**src/rtl/fetch_ctrl_pkg.sv**
```systemverilog
// Shared LC-3b fetch types: fetch FSM state encoding and PC mux select values.
package lc3b_types;

  typedef enum logic [1:0] {
    IDLE = 2'd0,
    REQ  = 2'd1,
    HOLD = 2'd2,
    KILL = 2'd3
  } fetch_state_t;

  localparam logic PCMUX_PLUS2  = 1'b0;
  localparam logic PCMUX_BRANCH = 1'b1;

endpackage

```
**src/rtl/fetch_ctrl_if.sv**
```systemverilog
// Fetch-stage control bundle: memory handshake, decode backpressure, redirect and PC/IR controls.
interface fetch_ctrl_if;

  logic        imem_resp;
  logic        stall;
  logic        branch_taken;
  logic [15:0] branch_target;
  logic        imem_read;
  logic        loadpc;
  logic        pcmux_sel;
  logic [15:0] branch_out;
  logic        ir_load;
  logic        if_valid;

  modport master (
    input  imem_resp, stall, branch_taken, branch_target,
    output imem_read, loadpc, pcmux_sel, branch_out, ir_load, if_valid
  );

  modport slave (
    output imem_resp, stall, branch_taken, branch_target,
    input  imem_read, loadpc, pcmux_sel, branch_out, ir_load, if_valid
  );

endinterface

```
**src/rtl/fetch_ctrl_perf_counter.sv**
```systemverilog
// Width-parameterised free-running event counter; wraps at all-ones, async active-low clear.
module perf_counter #(
  parameter int WIDTH = 16
) (
  input  logic             clk,
  input  logic             rst_n,
  input  logic             en,
  output logic [WIDTH-1:0] count
);

  always_ff @(posedge clk or negedge rst_n) begin
    if (!rst_n)
      count <= '0;
    else if (en)
      count <= count + WIDTH'(1);
  end

endmodule

```
**src/rtl/fetch_ctrl.sv**
```systemverilog
// Instruction fetch controller: sequences imem reads, IF/ID loading, stalls and branch redirects.
// Optional bubble counter output perf_bubbles is built when FETCH_CTRL_PERF_EN is defined.
module fetch_ctrl
  import lc3b_types::*;
(
  input  logic          clk,
  input  logic          rst_n,
  fetch_ctrl_if.master  bus
`ifdef FETCH_CTRL_PERF_EN
  ,
  output logic [15:0]   perf_bubbles
`endif
);

  fetch_state_t state, state_next;
  logic [15:0]  branch_q;
  logic         capture;

  always_ff @(posedge clk or negedge rst_n) begin
    if (!rst_n)
      state <= IDLE;
    else
      state <= state_next;
  end

  always_ff @(posedge clk or negedge rst_n) begin
    if (!rst_n)
      branch_q <= 16'h0000;
    else if (capture)
      branch_q <= bus.branch_target;
  end

  assign bus.branch_out = branch_q;

  // Redirects are captured in every active state; the PC only moves once no read is in flight.
  always_comb begin
    state_next    = state;
    capture       = 1'b0;
    bus.imem_read = 1'b0;
    bus.loadpc    = 1'b0;
    bus.pcmux_sel = PCMUX_PLUS2;
    bus.ir_load   = 1'b0;
    bus.if_valid  = 1'b0;
    case (state)
      IDLE: state_next = REQ;
      REQ: begin
        bus.imem_read = 1'b1;
        if (bus.branch_taken) begin
          capture = 1'b1;
          if (bus.imem_resp) begin
            bus.loadpc    = 1'b1;
            bus.pcmux_sel = PCMUX_BRANCH;
          end else begin
            state_next = KILL;
          end
        end else if (bus.imem_resp) begin
          bus.ir_load  = 1'b1;
          bus.if_valid = 1'b1;
          if (bus.stall)
            state_next = HOLD;
          else
            bus.loadpc = 1'b1;
        end
      end
      KILL: begin
        bus.imem_read = 1'b1;
        capture       = bus.branch_taken;
        if (bus.imem_resp) begin
          bus.loadpc    = 1'b1;
          bus.pcmux_sel = PCMUX_BRANCH;
          state_next    = REQ;
        end
      end
      HOLD: begin
        bus.if_valid = 1'b1;
        if (bus.branch_taken) begin
          capture       = 1'b1;
          bus.loadpc    = 1'b1;
          bus.pcmux_sel = PCMUX_BRANCH;
          bus.if_valid  = 1'b0;
          state_next    = REQ;
        end else if (!bus.stall) begin
          bus.loadpc = 1'b1;
          state_next = REQ;
        end
      end
      default: state_next = IDLE;
    endcase
  end

`ifdef FETCH_CTRL_PERF_EN
  logic bubble;

  assign bubble = (state != IDLE) && (!bus.if_valid || bus.stall);

  perf_counter #(.WIDTH(16)) u_perf (
    .clk   (clk),
    .rst_n (rst_n),
    .en    (bubble),
    .count (perf_bubbles)
  );
`endif

endmodule

```
**src/flat_wrapper.sv**
```systemverilog
// flat-port wrapper written by rule: the top's interface ports become plain ports
module fetch_ctrl_flat import lc3b_types::*;
  (clk, rst_n, bus_imem_resp, bus_stall, bus_branch_taken, bus_branch_target, bus_imem_read, bus_loadpc, bus_pcmux_sel, bus_branch_out, bus_ir_load, bus_if_valid);
  fetch_ctrl_if bus_i ();
  input  logic clk;
  input  logic rst_n;
  input wire logic [$bits(bus_i.imem_resp)-1:0] bus_imem_resp;
  input wire logic [$bits(bus_i.stall)-1:0] bus_stall;
  input wire logic [$bits(bus_i.branch_taken)-1:0] bus_branch_taken;
  input wire logic [$bits(bus_i.branch_target)-1:0] bus_branch_target;
  output wire logic [$bits(bus_i.imem_read)-1:0] bus_imem_read;
  output wire logic [$bits(bus_i.loadpc)-1:0] bus_loadpc;
  output wire logic [$bits(bus_i.pcmux_sel)-1:0] bus_pcmux_sel;
  output wire logic [$bits(bus_i.branch_out)-1:0] bus_branch_out;
  output wire logic [$bits(bus_i.ir_load)-1:0] bus_ir_load;
  output wire logic [$bits(bus_i.if_valid)-1:0] bus_if_valid;
  assign bus_i.imem_resp = bus_imem_resp;
  assign bus_i.stall = bus_stall;
  assign bus_i.branch_taken = bus_branch_taken;
  assign bus_i.branch_target = bus_branch_target;
  assign bus_imem_read = bus_i.imem_read;
  assign bus_loadpc = bus_i.loadpc;
  assign bus_pcmux_sel = bus_i.pcmux_sel;
  assign bus_branch_out = bus_i.branch_out;
  assign bus_ir_load = bus_i.ir_load;
  assign bus_if_valid = bus_i.if_valid;
  fetch_ctrl u_core (.clk(clk), .rst_n(rst_n), .bus(bus_i));
endmodule
```
**config.mk**
```make
export PLATFORM = sky130hd
export DESIGN_NAME = fetch_ctrl_flat
export DESIGN_NICKNAME = d
export VERILOG_FILES = /design/src/rtl/fetch_ctrl_pkg.sv /design/src/rtl/fetch_ctrl_if.sv /design/src/rtl/fetch_ctrl_perf_counter.sv /design/src/rtl/fetch_ctrl.sv /design/src/flat_wrapper.sv
export SDC_FILE = /design/constraint.sdc
export NUM_CORES = 1
export LEC_CHECK = 0
export ABC_AREA = 1
export CORE_MARGIN = 3
export CORE_UTILIZATION = 40
export CTS_CLUSTER_DIAMETER = 30
export DETAILED_ROUTE_END_ITERATION = 8
export PLACE_DENSITY = 0.77
export SLEW_MARGIN = 5
export SYNTH_ARGS = -nofsm -noshare
export SYNTH_HDL_FRONTEND = slang
export SYNTH_SLANG_ARGS = --single-unit
```
**constraint.sdc**
```tcl
create_clock -name clk -period 2.7 [get_ports clk]
set_input_delay 0.675 -clock clk [delete_from_list [all_inputs] [get_ports clk]]
set_output_delay 0.675 -clock clk [all_outputs]
set_load 0.02 [all_outputs]
```
=== Word-level counts from Yosys, hierarchy flattened ===
Cells that the tools add are included.

* Flip-flop bits (word level): 18
* Output and inout port bits: 21
* Logic and storage cells: 37

* Equal/unequal tests: 8
* Muxes and demuxes: 23
* Reductions and logical operators: 4

{| class="wikitable"
|+ Operator list
! operator !! number
|-
| 2-bit 2-to-1 mux || 7
|-
| 3-bit != test (second input constant) || 4
|-
| 1-bit 2-to-1 mux || 11
|-
| 2-bit one-hot mux with 4 select lines || 1
|-
| 1-bit one-hot mux with 3 select lines || 2
|-
| 5-bit AND reduction || 1
|-
| 2-bit == test (second input constant) || 2
|-
| 1-bit one-hot mux with 2 select lines || 2
|-
| 2-bit OR reduction || 2
|-
| 2-bit by 1-bit == test with 1-bit output (second input constant) || 1
|-
| 2-bit logical NOT || 1
|-
| 2-bit != test (second input constant) || 1
|}

=== Logic depth before layout (Yosys ltp) ===
* Depth in word-level cells: 4
* Gate-level depth with buffers: 8
* Depth with buffers taken out: 8

=== Worst setup path after synthesis ===
Ideal clock, no wire load.

* Kind: reg2out
* From: register u_core.state[1]
* To: output port bus_pcmux_sel
* Arrival: 1.338 ns
* Path slack: 0.687 ns
* Cell stages (with the launch flop): 8
* Path buffers: 0
* Path through: dfrtp_1 > inv_1 > ha_1 > nand2_1 > inv_1 > or2_2 > nand2_1 > a21oi_1

* Longest elaborated chain between the ends: 2
* Elaborated cells on any way between the ends: 4

{| class="wikitable"
|+ RTL lines
! element !! RTL line !! text
|-
| start, declared || fetch_ctrl.sv:15 || <nowiki>fetch_state_t state, state_next;</nowiki>
|-
| start signal, assigned || fetch_ctrl.sv:23 || <nowiki>state <= state_next;</nowiki>
|-
| 2-bit == test / 2-bit by 1-bit == test with 1-bit output (equally long branches) || fetch_ctrl.sv:44 || <nowiki>case (state)</nowiki>
|-
| 1-bit one-hot mux with 3 select lines (*) || fetch_ctrl.sv:44 ||
|-
| end, declared || flat_wrapper.sv:13 || <nowiki>output wire logic [$bits(bus_i.pcmux_sel)-1:0] bus_pcmux_sel;</nowiki>
|}

Mark *: on every way between the ends. The rest lies on a longest branch, timed or not.

=== Worst setup path in the final report ===
* From: input port bus_branch_taken
* To: output port bus_ir_load

* Longest elaborated chain between the ends: 2

{| class="wikitable"
|+ RTL lines
! element !! RTL line !! text
|-
| start, declared || flat_wrapper.sv:9 || <nowiki>input wire logic [$bits(bus_i.branch_taken)-1:0] bus_branch_taken;</nowiki>
|-
| 1-bit 2-to-1 mux || fetch_ctrl.sv:48 || <nowiki>if (bus.branch_taken) begin</nowiki>
|-
| 1-bit 2-to-1 mux || fetch_ctrl.sv:44 ||
|-
| end, declared || flat_wrapper.sv:15 || <nowiki>output wire logic [$bits(bus_i.ir_load)-1:0] bus_ir_load;</nowiki>
|}

Every way passes these cells.

==> out/metrics.cfg <==
[synth]
yosysTopAreaCell=dfrtp_1
syn_inst=109
synth_nets=135
avgSynthCellArea_um2=8.88
synthTopCellsByArea=dfrtp_1 (47%), o21ai_2 (14%), nand2_1 (11%), inv_1 (8.1%), ha_1 (6.5%)
synthesis.area_um2=968
synth_warnings=0
ys_types=14
yosysSeqAreaShare_pct=46.5
yosys.area.top_type_share_pct=46.5
synth-seq-cells=18

[layout]
final_common_cell=clkdlybuf4s50_1
drive_above_1_share_pct=19.4
fin_cells=183
regArea_um2=450
area_growth_pct=48.4
final_cell_mix=clkdlybuf4s50_1 (37), nand2_1 (29), inv_1 (21), dfrtp_1 (18), o21ai_2 (16)
finalNetCount=182
n_antenna_cell=0
multi_input_area_um2=390
final.fill_count=212

[clocking]
cts-root-buf=clkbuf_4
insertion_delay_ps=280
cts_tree=built
post_cts_buffers=0
cts_buffer_depth=2
cts_buffers=3
htreeDepth=1
cts_hold_buf=0
cts.sinks=18
path_clk_slew_ps=110

[worst_setup_path]
ff2ff_setup_slack_ps=1240
regToRegEndpoint=u_core.bus.branch_out[15]
crit_required_ps=2030
worstPathArrival_ps=1940
crit_path_start=bus_branch_taken
reg2reg_from=u_core.state[0]
r2r_cells=6
crit_path_end_kind=output port
critPathKind=in2out
start_kind=primary input
cp-endpoint=bus_ir_load
path_max_fanout=5

[routing]
drtIter0Drc=15
drc=0
wl_per_cell_um=10.7
first_pass_iters=2
ant_nets=0
vias=830
viasPerCell=4.54
routed_wl_mm=1.97

[global_route]
grt_overflow=0
grt_pass1_vias=779
grt_antenna_before_repair=0
grt.total_usage_pct=13.6
grt_max_degree=33
grt_pass1_wl_mm=3.46

[power]
vdd_drop_max_mv=0.515
power_density_nw_per_um2=1010
leakage_nw=0.746

[placement]
dpl.hpwl_mm=1.60
port_buffers=41
gp_congestion=0.740
dp_cells=179

[floorplan]
coreArea_um2=2250
die_y_um=55.2
die_w_um=55.2
dieArea_um2=3050
rows=17
start_util_pct=43.0
num_io_pins=42

[min_path]
min-delay-path-class=reg2reg

[run_status]
status=finished clean

[flow_run]
maxCapViolations=0

[timing]
finalCriticalPeriod_ps=2620
hold_violations=0
finalMaxSlewViolations=0
final.setup_skew_ps=4.18
holdWs_ps=490
timing.final.crit_share_pct=96.9
fmax_mhz=382
rsz0062_at_grt=no
finalSetupViolCount=0
tightest_slew_ps=769
slew_headroom_pct=48.6

timing repair:
item | 4_1_cts | 5_1_grt
hold endpoints to repair | 0 | 0
gates resized for setup | 3 | 3
setup endpoints to repair | 3 | 2
power by group:
group          switching [mW]  internal (mW)
Sequential             0.0648          0.385
Clock                  0.0814         0.0820
Combinational           0.455          0.391
logic make-up (layout without fill, tap and decap cells):
logic type / Yosys count / after routing / synth area share (%)
AND/OR/NAND/NOR: 41 / 41 / 17.7
adder cells (fa/ha/maj): 5 / 5 / 6.46
flip-flops: 18 / 18 / 46.5
buffers and inverters: 26 / 72 / 13.2
AO/OA/AOI/OAI: 19 / 19 / 16.1
cell type report:
cell class                 count  share of cell area [%]
clock buffer                   4                    2.52
multi-input combinational     65                    27.2
tap                           28                    2.44
inverter                      22                    5.74
sequential                    18                    31.3
timing repair buffer          46                    30.8
cells in the mapped netlist (all sizes together):
cell and count:
o22ai 1, nand3 5, inv 22, buf 4, or2 3, a21oi 2
nor2 3, dfrtp 18, nand2 29, ha 5, and3 1, o21ai 16
routing by layer:
metal | vias to the layer above | track usage, % | share of wire [%]
met2 | 20 | 25.8 | 53
met4 | 0 | 3.82 | 0.71
met5 | - | 0 | 0
met3 | 2 | 3.04 | 5.5
li1 | 427 | - | -
met1 | 381 | 15.0 | 40
metrics by stage:
step	TNS (ps)	utilization (%)	worst slack (ps)	area (µm²)	total power, mW
after floorplan	0	-	687	968	0.971
after global placement	-333	62.4	-168	1410	1.31
after detailed placement	-443	62.4	-207	1410	1.33
after CTS	0	63.8	17.1	1440	1.48
after global routing	0	63.8	5.32	1440	1.57
final	0	63.8	83.1	1440	1.46
sequential cells by signal (all words and copies together), names as in the netlist:
signal                 cells
u_core.state               2
u_core.bus.branch_out     16
worst min-delay path by stage:
stage                                   startpoint                  endpoint  slack, ps  depth (start not counted)
after global routing      u_core.bus.branch_out[5]  u_core.bus.branch_out[5]        510                          2
after CTS                 u_core.bus.branch_out[1]  u_core.bus.branch_out[1]        490                          2
after global placement    u_core.bus.branch_out[2]  u_core.bus.branch_out[2]        460                          2
final                     u_core.bus.branch_out[9]  u_core.bus.branch_out[9]        490                          2
after floorplan                              rst_n  u_core.bus.branch_out[0]        380                          0
after detailed placement  u_core.bus.branch_out[9]  u_core.bus.branch_out[9]        470                          2
critical path: stages:
cell             delay (ps)
clkdlybuf4s50_1         500
nor2_1                  150
clkdlybuf4s50_1         620
Note: power is estimated with default switching activity, not from simulation.
